File: config.mk
export PLATFORM = sky130hd
export DESIGN_NAME = alu_sequencer
export DESIGN_NICKNAME = d
export VERILOG_FILES = /design/src/rtl/cpu_pkg.sv /design/src/rtl/reg_file.sv /design/src/rtl/alu_sequencer.sv
export SDC_FILE = /design/constraint.sdc
export NUM_CORES = 1
export LEC_CHECK = 0
export CAP_MARGIN = 20
export CORE_MARGIN = 2
export CORE_UTILIZATION = 52
export CTS_CLUSTER_SIZE = 30
export DETAILED_ROUTE_END_ITERATION = 16
export GPL_ROUTABILITY_DRIVEN = 0
export HOLD_SLACK_MARGIN = 0.02
export PLACE_DENSITY = 0.73
export SYNTH_ARGS = -nofsm -noshare
export SYNTH_HDL_FRONTEND = slang
export SYNTH_SLANG_ARGS = --single-unit
File: constraint.sdc
create_clock -name clk -period 2.3 [get_ports clk]
set_input_delay 0.345 -clock clk [delete_from_list [all_inputs] [get_ports clk]]
set_output_delay 0.345 -clock clk [all_outputs]
set_load 0.03 [all_outputs]
File: src/rtl/cpu_pkg.sv
// Shared definitions for the 8-bit CPU front end.
// Contents: instruction field constants (opcode, funct3, funct7), ALU control
// codes, the sequencer state type, the decoded instruction class and a
// classify() helper that maps opcode/funct3/funct7 to that class.
package cpu_pkg;

  localparam logic [6:0] OP_R      = 7'b0110011;
  localparam logic [6:0] OP_IMM    = 7'b0010011;
  localparam logic [6:0] OP_BRANCH = 7'b1100011;

  localparam logic [2:0] F3_ADD = 3'b000;
  localparam logic [2:0] F3_BNE = 3'b001;
  localparam logic [6:0] F7_ADD = 7'b0000000;

  localparam logic [3:0] ALU_ADD = 4'b0000;
  localparam logic [3:0] ALU_BNE = 4'b1111;

  typedef enum logic [1:0] {
    FETCH     = 2'd0,
    DECODE    = 2'd1,
    EXECUTE   = 2'd2,
    WRITEBACK = 2'd3
  } seq_state_t;

  typedef enum logic [1:0] {
    CL_ADD  = 2'd0,
    CL_ADDI = 2'd1,
    CL_BNE  = 2'd2,
    CL_ILL  = 2'd3
  } insn_class_t;

  // Only the fields that take part in classification are passed in.
  function automatic insn_class_t classify(input logic [6:0] opcode,
                                           input logic [2:0] funct3,
                                           input logic [6:0] funct7);
    insn_class_t cl;
    cl = CL_ILL;
    if (opcode == OP_R && funct3 == F3_ADD && funct7 == F7_ADD) cl = CL_ADD;
    else if (opcode == OP_IMM && funct3 == F3_ADD)              cl = CL_ADDI;
    else if (opcode == OP_BRANCH && funct3 == F3_BNE)           cl = CL_BNE;
    return cl;
  endfunction

endpackage

File: src/rtl/reg_file.sv
// Architectural register file.
// Ports:
//   clk, rst              clock, synchronous active-high reset (all regs -> 0)
//   raddr1_i/rdata1_o     asynchronous read port 1
//   raddr2_i/rdata2_o     asynchronous read port 2
//   we_i/waddr_i/wdata_i  synchronous write port (writes to x0 are dropped)
//   a0_o                  live copy of x10
module reg_file #(
  parameter int DATA_W = 8,
  parameter int NREG   = 32,
  parameter int AW     = $clog2(NREG)
) (
  input  logic              clk,
  input  logic              rst,
  input  logic [AW-1:0]     raddr1_i,
  output logic [DATA_W-1:0] rdata1_o,
  input  logic [AW-1:0]     raddr2_i,
  output logic [DATA_W-1:0] rdata2_o,
  input  logic              we_i,
  input  logic [AW-1:0]     waddr_i,
  input  logic [DATA_W-1:0] wdata_i,
  output logic [DATA_W-1:0] a0_o
);

  logic [DATA_W-1:0] regs_q [NREG];

  always_ff @(posedge clk) begin
    if (rst) begin
      for (int i = 0; i < NREG; i++) regs_q[i] <= '0;
    end else if (we_i && waddr_i != '0) begin
      regs_q[waddr_i] <= wdata_i;
    end
  end

  // x0 is forced to zero on read, so its storage never matters.
  assign rdata1_o = (raddr1_i == '0) ? '0 : regs_q[raddr1_i];
  assign rdata2_o = (raddr2_i == '0) ? '0 : regs_q[raddr2_i];
  assign a0_o     = regs_q[10];

endmodule

File: src/rtl/alu_sequencer.sv
// Multi-cycle control/operand front end of the 8-bit CPU (ALU initiator).
// Every instruction walks FETCH -> DECODE -> EXECUTE -> WRITEBACK.
// Ports:
//   clk, rst     clock, synchronous active-high reset
//   run          high lets the sequencer leave FETCH
//   instr_addr   registered PC to the synchronous instruction memory
//   instr        instruction word, valid the cycle after instr_addr changes
//   alu_op1/2    registered ALU operands, alu_ctrl = add (0000) / bne (1111)
//   sum, eq      ALU result and "operands differ" flag, sampled in EXECUTE
//   a0           live copy of x10
//   retire       high for the single WRITEBACK cycle of each instruction
//   illegal      sticky undecodable-instruction flag
//   dbg_state    current sequencer state
// Handshake: there is no valid/ready; the ALU is purely combinational and the
// operands are stable for the whole EXECUTE cycle, so sum/eq are sampled on
// the edge that ends EXECUTE.
module alu_sequencer
  import cpu_pkg::*;
#(
  parameter int DATA_W = 8,
  parameter int PC_W   = 8,
  parameter int NREG   = 32
) (
  input  logic              clk,
  input  logic              rst,
  input  logic              run,
  output logic [PC_W-1:0]   instr_addr,
  input  logic [31:0]       instr,
  output logic [DATA_W-1:0] alu_op1,
  output logic [DATA_W-1:0] alu_op2,
  output logic [3:0]        alu_ctrl,
  input  logic [DATA_W-1:0] sum,
  input  logic              eq,
  output logic [DATA_W-1:0] a0,
  output logic              retire,
  output logic              illegal,
  output seq_state_t        dbg_state
);

  localparam int AW = $clog2(NREG);

  seq_state_t        state_q, state_d;
  logic [PC_W-1:0]   pc_q, pc_d;
  insn_class_t       cls_q, cls_d;
  logic [AW-1:0]     rd_q, rd_d;
  logic [PC_W-1:0]   bimm_q, bimm_d;
  logic [DATA_W-1:0] op1_q, op1_d, op2_q, op2_d;
  logic [3:0]        ctrl_q, ctrl_d;
  logic [DATA_W-1:0] sum_q, sum_d;
  logic              eq_q, eq_d;
  logic              ill_q, ill_d;

  logic [DATA_W-1:0] rs1_data, rs2_data;
  logic              rf_we;
  insn_class_t       dec_cls;
  logic [12:0]       dec_bimm;

  // Operands are read straight from the incoming word during DECODE and
  // registered, so the ALU sees them for the whole EXECUTE cycle.
  reg_file #(.DATA_W(DATA_W), .NREG(NREG), .AW(AW)) u_rf (
    .clk      (clk),
    .rst      (rst),
    .raddr1_i (AW'(instr[19:15])),
    .rdata1_o (rs1_data),
    .raddr2_i (AW'(instr[24:20])),
    .rdata2_o (rs2_data),
    .we_i     (rf_we),
    .waddr_i  (rd_q),
    .wdata_i  (sum_q),
    .a0_o     (a0)
  );

  assign dec_cls  = classify(instr[6:0], instr[14:12], instr[31:25]);
  assign dec_bimm = {instr[31], instr[7], instr[30:25], instr[11:8], 1'b0};

  always_comb begin
    state_d = state_q;
    pc_d    = pc_q;
    cls_d   = cls_q;
    rd_d    = rd_q;
    bimm_d  = bimm_q;
    op1_d   = op1_q;
    op2_d   = op2_q;
    ctrl_d  = ctrl_q;
    sum_d   = sum_q;
    eq_d    = eq_q;
    ill_d   = ill_q;
    rf_we   = 1'b0;
    case (state_q)
      FETCH: begin
        if (run) state_d = DECODE;
      end
      DECODE: begin
        cls_d   = dec_cls;
        rd_d    = AW'(instr[11:7]);
        bimm_d  = PC_W'($signed(dec_bimm));
        state_d = EXECUTE;
        // Illegal words leave the ALU operands untouched.
        if (dec_cls != CL_ILL) begin
          op1_d  = rs1_data;
          op2_d  = (dec_cls == CL_ADDI) ? DATA_W'($signed(instr[31:20])) : rs2_data;
          ctrl_d = (dec_cls == CL_BNE) ? ALU_BNE : ALU_ADD;
        end
      end
      EXECUTE: begin
        sum_d   = sum;
        eq_d    = eq;
        state_d = WRITEBACK;
      end
      WRITEBACK: begin
        state_d = FETCH;
        pc_d    = pc_q + PC_W'(4);
        case (cls_q)
          CL_ADD, CL_ADDI: rf_we = 1'b1;
          CL_BNE:          if (eq_q) pc_d = pc_q + bimm_q;
          default:         ill_d = 1'b1;
        endcase
      end
      default: state_d = FETCH;
    endcase
  end

  always_ff @(posedge clk) begin
    if (rst) begin
      state_q <= FETCH;
      pc_q    <= '0;
      cls_q   <= CL_ILL;
      rd_q    <= '0;
      bimm_q  <= '0;
      op1_q   <= '0;
      op2_q   <= '0;
      ctrl_q  <= ALU_ADD;
      sum_q   <= '0;
      eq_q    <= 1'b0;
      ill_q   <= 1'b0;
    end else begin
      state_q <= state_d;
      pc_q    <= pc_d;
      cls_q   <= cls_d;
      rd_q    <= rd_d;
      bimm_q  <= bimm_d;
      op1_q   <= op1_d;
      op2_q   <= op2_d;
      ctrl_q  <= ctrl_d;
      sum_q   <= sum_d;
      eq_q    <= eq_d;
      ill_q   <= ill_d;
    end
  end

  assign instr_addr = pc_q;
  assign alu_op1    = op1_q;
  assign alu_op2    = op2_q;
  assign alu_ctrl   = ctrl_q;
  assign retire     = (state_q == WRITEBACK);
  assign illegal    = ill_q;
  assign dbg_state  = state_q;

endmodule

# --- Word level (Yosys, flattened, before mapping) ---
# Memory sizes are Yosys's and may differ from the RTL's.
# Index checks and enable logic that the tools add are counted.
op_classes:
  n_eq_ne: 13
  n_reduce_logical: 17
  magnitude_cmp: 0
  n_bitwise: 1
  addsub: 2
  n_mux: 21
  div_mod_pow: 0
  mul: 0
  n_shift: 0
ops:
  columns: ["operator", "n"]
  rows:
  - ["8-bit two-way mux", 6]
  - ["5-bit zero test", 2]
  - ["1-bit two-way mux", 9]
  - ["8-bit by 3-bit adder with 8-bit output, second input constant", 1]
  - ["8-bit adder", 1]
  - ["2-bit == test, second input constant", 4]
  - ["2-bit one-hot mux with 4 select lines", 1]
  - ["8-bit OR reduction", 1]
  - ["7-bit by 5-bit == test with 1-bit output, second input constant", 1]
  - ["7-bit by 6-bit == test with 1-bit output, second input constant", 1]
  - ["7-bit == test, second input constant", 1]
  - ["7-bit zero test", 1]
  - ["2-bit by 1-bit == test with 1-bit output, second input constant", 3]
  - ["2-bit two-way mux", 3]
  - ["1-bit logical AND", 5]
  - ["5-bit two-way mux", 1]
  - ["5-bit nonzero test", 1]
  - ["2-bit zero test", 2]
  - ["4-bit two-way mux", 1]
  - ["2-bit != test, second input constant", 2]
  - ["2-bit AND reduction", 2]
  - ["3-bit by 1-bit == test with 1-bit output, second input constant", 1]
  - ["3-bit zero test", 1]
  - ["3-bit OR reduction", 1]
  - ["2 further kinds", 2]
word_totals:
  latch_bits: 0
  out_inout_bits: 40
  input_bits: 44
  word_cells: 66
  mem_count: 1
  rom_bits: 0
  mem_bits_rw: 256
  regBits: 54
memory_table:
  columns: ["name", "words", "word_bits", "read_ports", "rd_clocked_by_memory_dff", "write_ports", "line", "text"]
  rows:
  - ["u_rf.regs_q", 32, 8, 3, 0, 32, "reg_file.sv:25", "logic [DATA_W-1:0] regs_q [NREG];"]

# --- Longest topological paths before layout ---
depth:
  depth_word: 10
  mapped_depth: 10
  depth_no_buf: 8

# --- By module ---
# A second synthesis with hierarchy kept.
unflattened:
  cells_unflattened: 1206
  area_unflattened_um2: 16614.7
by_module_without_submodules:
  columns: ["module", "area_per_inst_um2", "seq_area_each_um2", "cells_each", "instances"]
  rows:
  - ["reg_file", 14241.2, 7687.4, 963, 1]
  - ["alu_sequencer", 2373.5, 920.9, 243, 1]

# --- Least setup slack after synthesis ---
# No wires, ideal clock.
synth_path:
  path_type: "register to register"
  start: "reg state_q[1] (netlist: dbg_state[1])"
  end: "mem u_rf.regs_q[26][0], enable pin"
  setup_ns: 0.310
  synth_period_minus_slack_ns: 2.745
  t_required_ns: 1.990
  arrival_ns: 2.435
  n_path_buf: 0
  path_slack_ns: -0.445
  stages_incl_launch_ff: 6
  cell_sequence: "dfxtp_1 -> ha_1 -> nor3b_1 -> nand4b_1 -> nor3b_1 -> or2_2"
synth_rtl:
  columns: ["element", "line", "text"]
  rows:
  - ["from (decl)", "alu_sequencer.sv:42", "seq_state_t state_q, state_d;"]
  - ["from (signal assigned)", "alu_sequencer.sv:137", "state_q <= state_d;"]
  - ["to (decl)", "reg_file.sv:25", null]

==> reports/metrics.cfg <==
[run_status]
status = completed

[timing]
max_freq_mhz = 444
drv_slew = 0
period_share_pct = 97.9
slew_headroom_pct = 38.2
fin_crit_ns = 2.25
fin_skew_ns = 0.0153
setup_viol = 0
rsz0062_at_grt = false
hold_viol = 0
setup_slack_ns = 0.0491
worst_slew_pin_slew_ns = 0.927

[critical_path]
crit_chain = mux4_2, mux2_2, a221oi_1, buf_4, a21oi_1, a22o_1
startpoint = u_rf.regs_q[24][1]
timing.rr.end = alu_op1[1]
crit_buf_inv = 1
critPathMaxStageDelay_ns = 0.51
crit_path_max_fanout = 2
ff2ff_setup_slack_ns = 0.05
cpMaxStageDelayCell = a221oi_1
crit_family = multiplexers
crit_type = register to register
worstRegToRegCells = 6
r2r-start = u_rf.regs_q[24][1]
startpoint_type = register
required_ns = 2.76
crit_path_end_kind = register
cp.arrival_ns = 2.71

[final_layout]
diodes = 0
nets = 1457
syn2layout_area_growth_pct = 21.4
fin_cells = 1819
fillers = 2256
drive_gt1_share_pct = 26.1
multi_input_area_mm2 = 0.00724
area.sequential_mm2 = 0.00861

[drt]
dr_wl_met2_um = 22400
ant_nets = 0
via_per_inst = 6.23
drt_iter0_drc = 1268
drt_wl_total_um = 46600
wl_met3_um = 4030
vias = 11339
wl_per_cell_um = 25.6
drc = 0
topRoutingLayerUsed = met4
met1Wirelength_um = 17800
drtPass1Iterations = 6

[placed_design]
place_worst_setup_slack_ns = -0.245
dp_hpwl_um = 33500
place_inst = 1759
portBuffers = 82

[cts]
cts_buffer_depth = 3
clk_pin_slew_ns = 0.06
cts_buffers = 31
clock_latency_ns = 0.57
h-tree-depth = 1
post-cts-setup-buffer-count = 0
cts_tree = yes
cts.sinks = 302
clockRootBuffer = clkbuf_16
postCtsHoldBufs = 0

[synthesis]
ys_warn_count = 0
syn_avg_cell_area_um2 = 13.2
synthArstFlopShare_pct = 0
syn_inst = 1229
ys_seq_area_share_pct = 53.1
synthDistinctLibCells = 55
ys_seq_elements = 302
synth_area_mm2 = 0.0162
synth_edf_count = 256
synthFlopType = edfxtp_1

[floorplan]
io_pins = 84
die_x_um = 181
initial_core_util_pct = 52.8
rows = 64
coreArea_mm2 = 0.0307
die-area_mm2 = 0.0326
die_h_um = 181

[hold_path]
hp-start = instr[9]
min_path_type = input port to register
whs_endpoint = rd_q[2]
min_path_cells = 3

[power_and_ir_drop]
p_int_mw = 10.5
powerDensity_mw_per_mm2 = 714
vdd_drop_max_uv = 684
p_total_mw = 14.0
power_frac_seq_pct = 45.5
clock_power_share_pct = 39.1
p_sw_share_pct = 25.3
p_switching_mw = 3.55
leakage_nw = 7.45
p_comb_share_pct = 15.4

[global_routing]
grt_max_degree = 81
grt_pass1_wl_um = 69500
grt_antenna_before_repair = 1
track_usage_pct = 28.3
grt_pass1_vias = 11385
gr-total-overflow = 0

[run]
max-cap-violations = 0

## state kept, by name, summed over array words and instances, names as in the netlist
signal	flops
illegal	1
alu_op2	8
u_rf.regs_q	256
eq_q	1
sum_q	8
bimm_q	4
alu_ctrl	1
dbg_state	2
instr_addr	7
cls_q	2
alu_op1	8
rd_q	4
## cell usage in the layout, fill, tap and decap left out, types with 8 or more instances in the layout
master	instances
edfxtp_1	256
and2_1	248
buf_4	126
mux2i_1	103
mux4_2	93
clkdlybuf4s50_1	75
nor2_1	55
dfxtp_1	46
nand2_1	38
clkbuf_16	32
or2_2	29
a21oi_1	29
a211oi_1	21
mux2_2	18
buf_12	17
nand3_1	14
a22oi_1	14
nor3_1	10
ha_1	10
o22ai_1	9
conb_1	9
inv_1	8
nor2_2	8
nor2b_1	8
o21ai_0	8
a221oi_1	8
a22o_1	8
## synthesized netlist by cell type (3+ instances only)
cell	n	share of area, %
buf_2	16	0.49
a31oi_1	3	0.12
mux2i_1	103	6.4
nor3_1	11	0.34
a22o_1	8	0.43
nand2b_1	5	0.19
buf_4	19	0.88
or3_1	3	0.12
nor2b_1	8	0.31
o221ai_1	8	0.43
inv_1	8	0.19
and2_1	248	9.6
xnor2_1	4	0.22
a21oi_1	30	0.93
nor3b_1	5	0.23
nand4_1	3	0.12
a22oi_1	14	0.65
clkbuf_1	57	1.3
nor4_1	3	0.12
edfxtp_1	256	47
a21o_1	3	0.14
nor2_1	70	1.6
nand2_1	38	0.88
mux4_2	93	13
a211oi_1	21	0.97
or3b_2	4	0.22
nand3_1	14	0.43
buf_1	4	0.093
a2111oi_0	7	0.38
o21ai_0	8	0.25
a221oi_1	8	0.43
or2_2	32	1.2
ha_1	12	0.93
dfxtp_1	46	5.7
mux2_2	18	1.3
nand3b_1	5	0.23
o22ai_1	9	0.35
nand4b_1	3	0.16
## worst max path at each step
| stage | endpoint | slack, ns | cells after the start |
|---|---|---|---|
| detailed placement | alu_op1[1] | -0.24 | 8 |
| CTS | u_rf.regs_q[10][4] | -0.01 | 7 |
| global placement | alu_op1[0] | -0.21 | 8 |
| global route | u_rf.regs_q[31][1] | 0.02 | 7 |
| floorplan | instr_addr[7] | 0.008 | 8 |
| finish | alu_op1[1] | 0.05 | 6 |
## logic make-up (layout without fill, tap and decap cells)
kind of cell    Yosys count  after routing  share of synthesized area, %
flops                   302            302                          53.1
other cells               1              9                        0.0231
xor+xnor                  4              4                         0.216
buf+inv                 106            292                          3.17
simple gates            461            461                          16.3
compound gates          127            127                          5.48
mux                     215            215                          20.7
fa+ha+maj                13             13                          1.05
## metal layers
metal	track usage, %	vias to the layer above
met2	47.1	625
met3	4.26	136
met5	0	-
met4	12.1	0
met1	37.2	5629
li1	-	4949
## per-stage QoR
stage	setup TNS [ns]	cell area (µm²)	util [%]	hold slack, ns
floorplan	0	16300	-	0.465
global placement	-3.54	18400	59.8	0.450
detailed placement	-5.70	18400	59.9	0.464
CTS	-0.197	19500	63.6	0.390
global route	0	19700	64.1	0.415
finish	0	19700	64.1	0.401
## power groups by stage
stage                     registers [mW]  logic, mW  clock network (mW)
after CTS                           6.46       1.98                5.50
final                               6.39       2.16                5.49
after floorplan                     6.44       1.23                   0
after global routing                6.42       2.29                5.70
after global placement              6.58       1.90                   0
after detailed placement            6.58       1.97                   0
## area by class of cell
| cell class | instances | share of cell area (%) |
|---|---|---|
| sequential | 302 | 43.8 |
| multi-input combinational | 829 | 36.8 |
| timing repair buffer | 228 | 11.1 |
| clock buffer | 41 | 4.34 |
| tap | 396 | 2.52 |
| clock inverter | 15 | 1.28 |
| inverter | 8 | 0.153 |
## worst register-to-register path, stage by stage (launching register included)
cell,delay [ns]
edfxtp_1,0.42
mux4_2,0.50
mux2_2,0.29
a221oi_1,0.52
buf_4,0.21
a21oi_1,0.04
a22o_1,0.19
## timing repair
item                                    4_1_cts  5_1_grt
pin swaps                                     0        1
endpoints found under the setup margin       66      113
gates cloned                                  0        0
resized for setup                             8       21
Note: power is estimated with default switching activity, not from simulation.
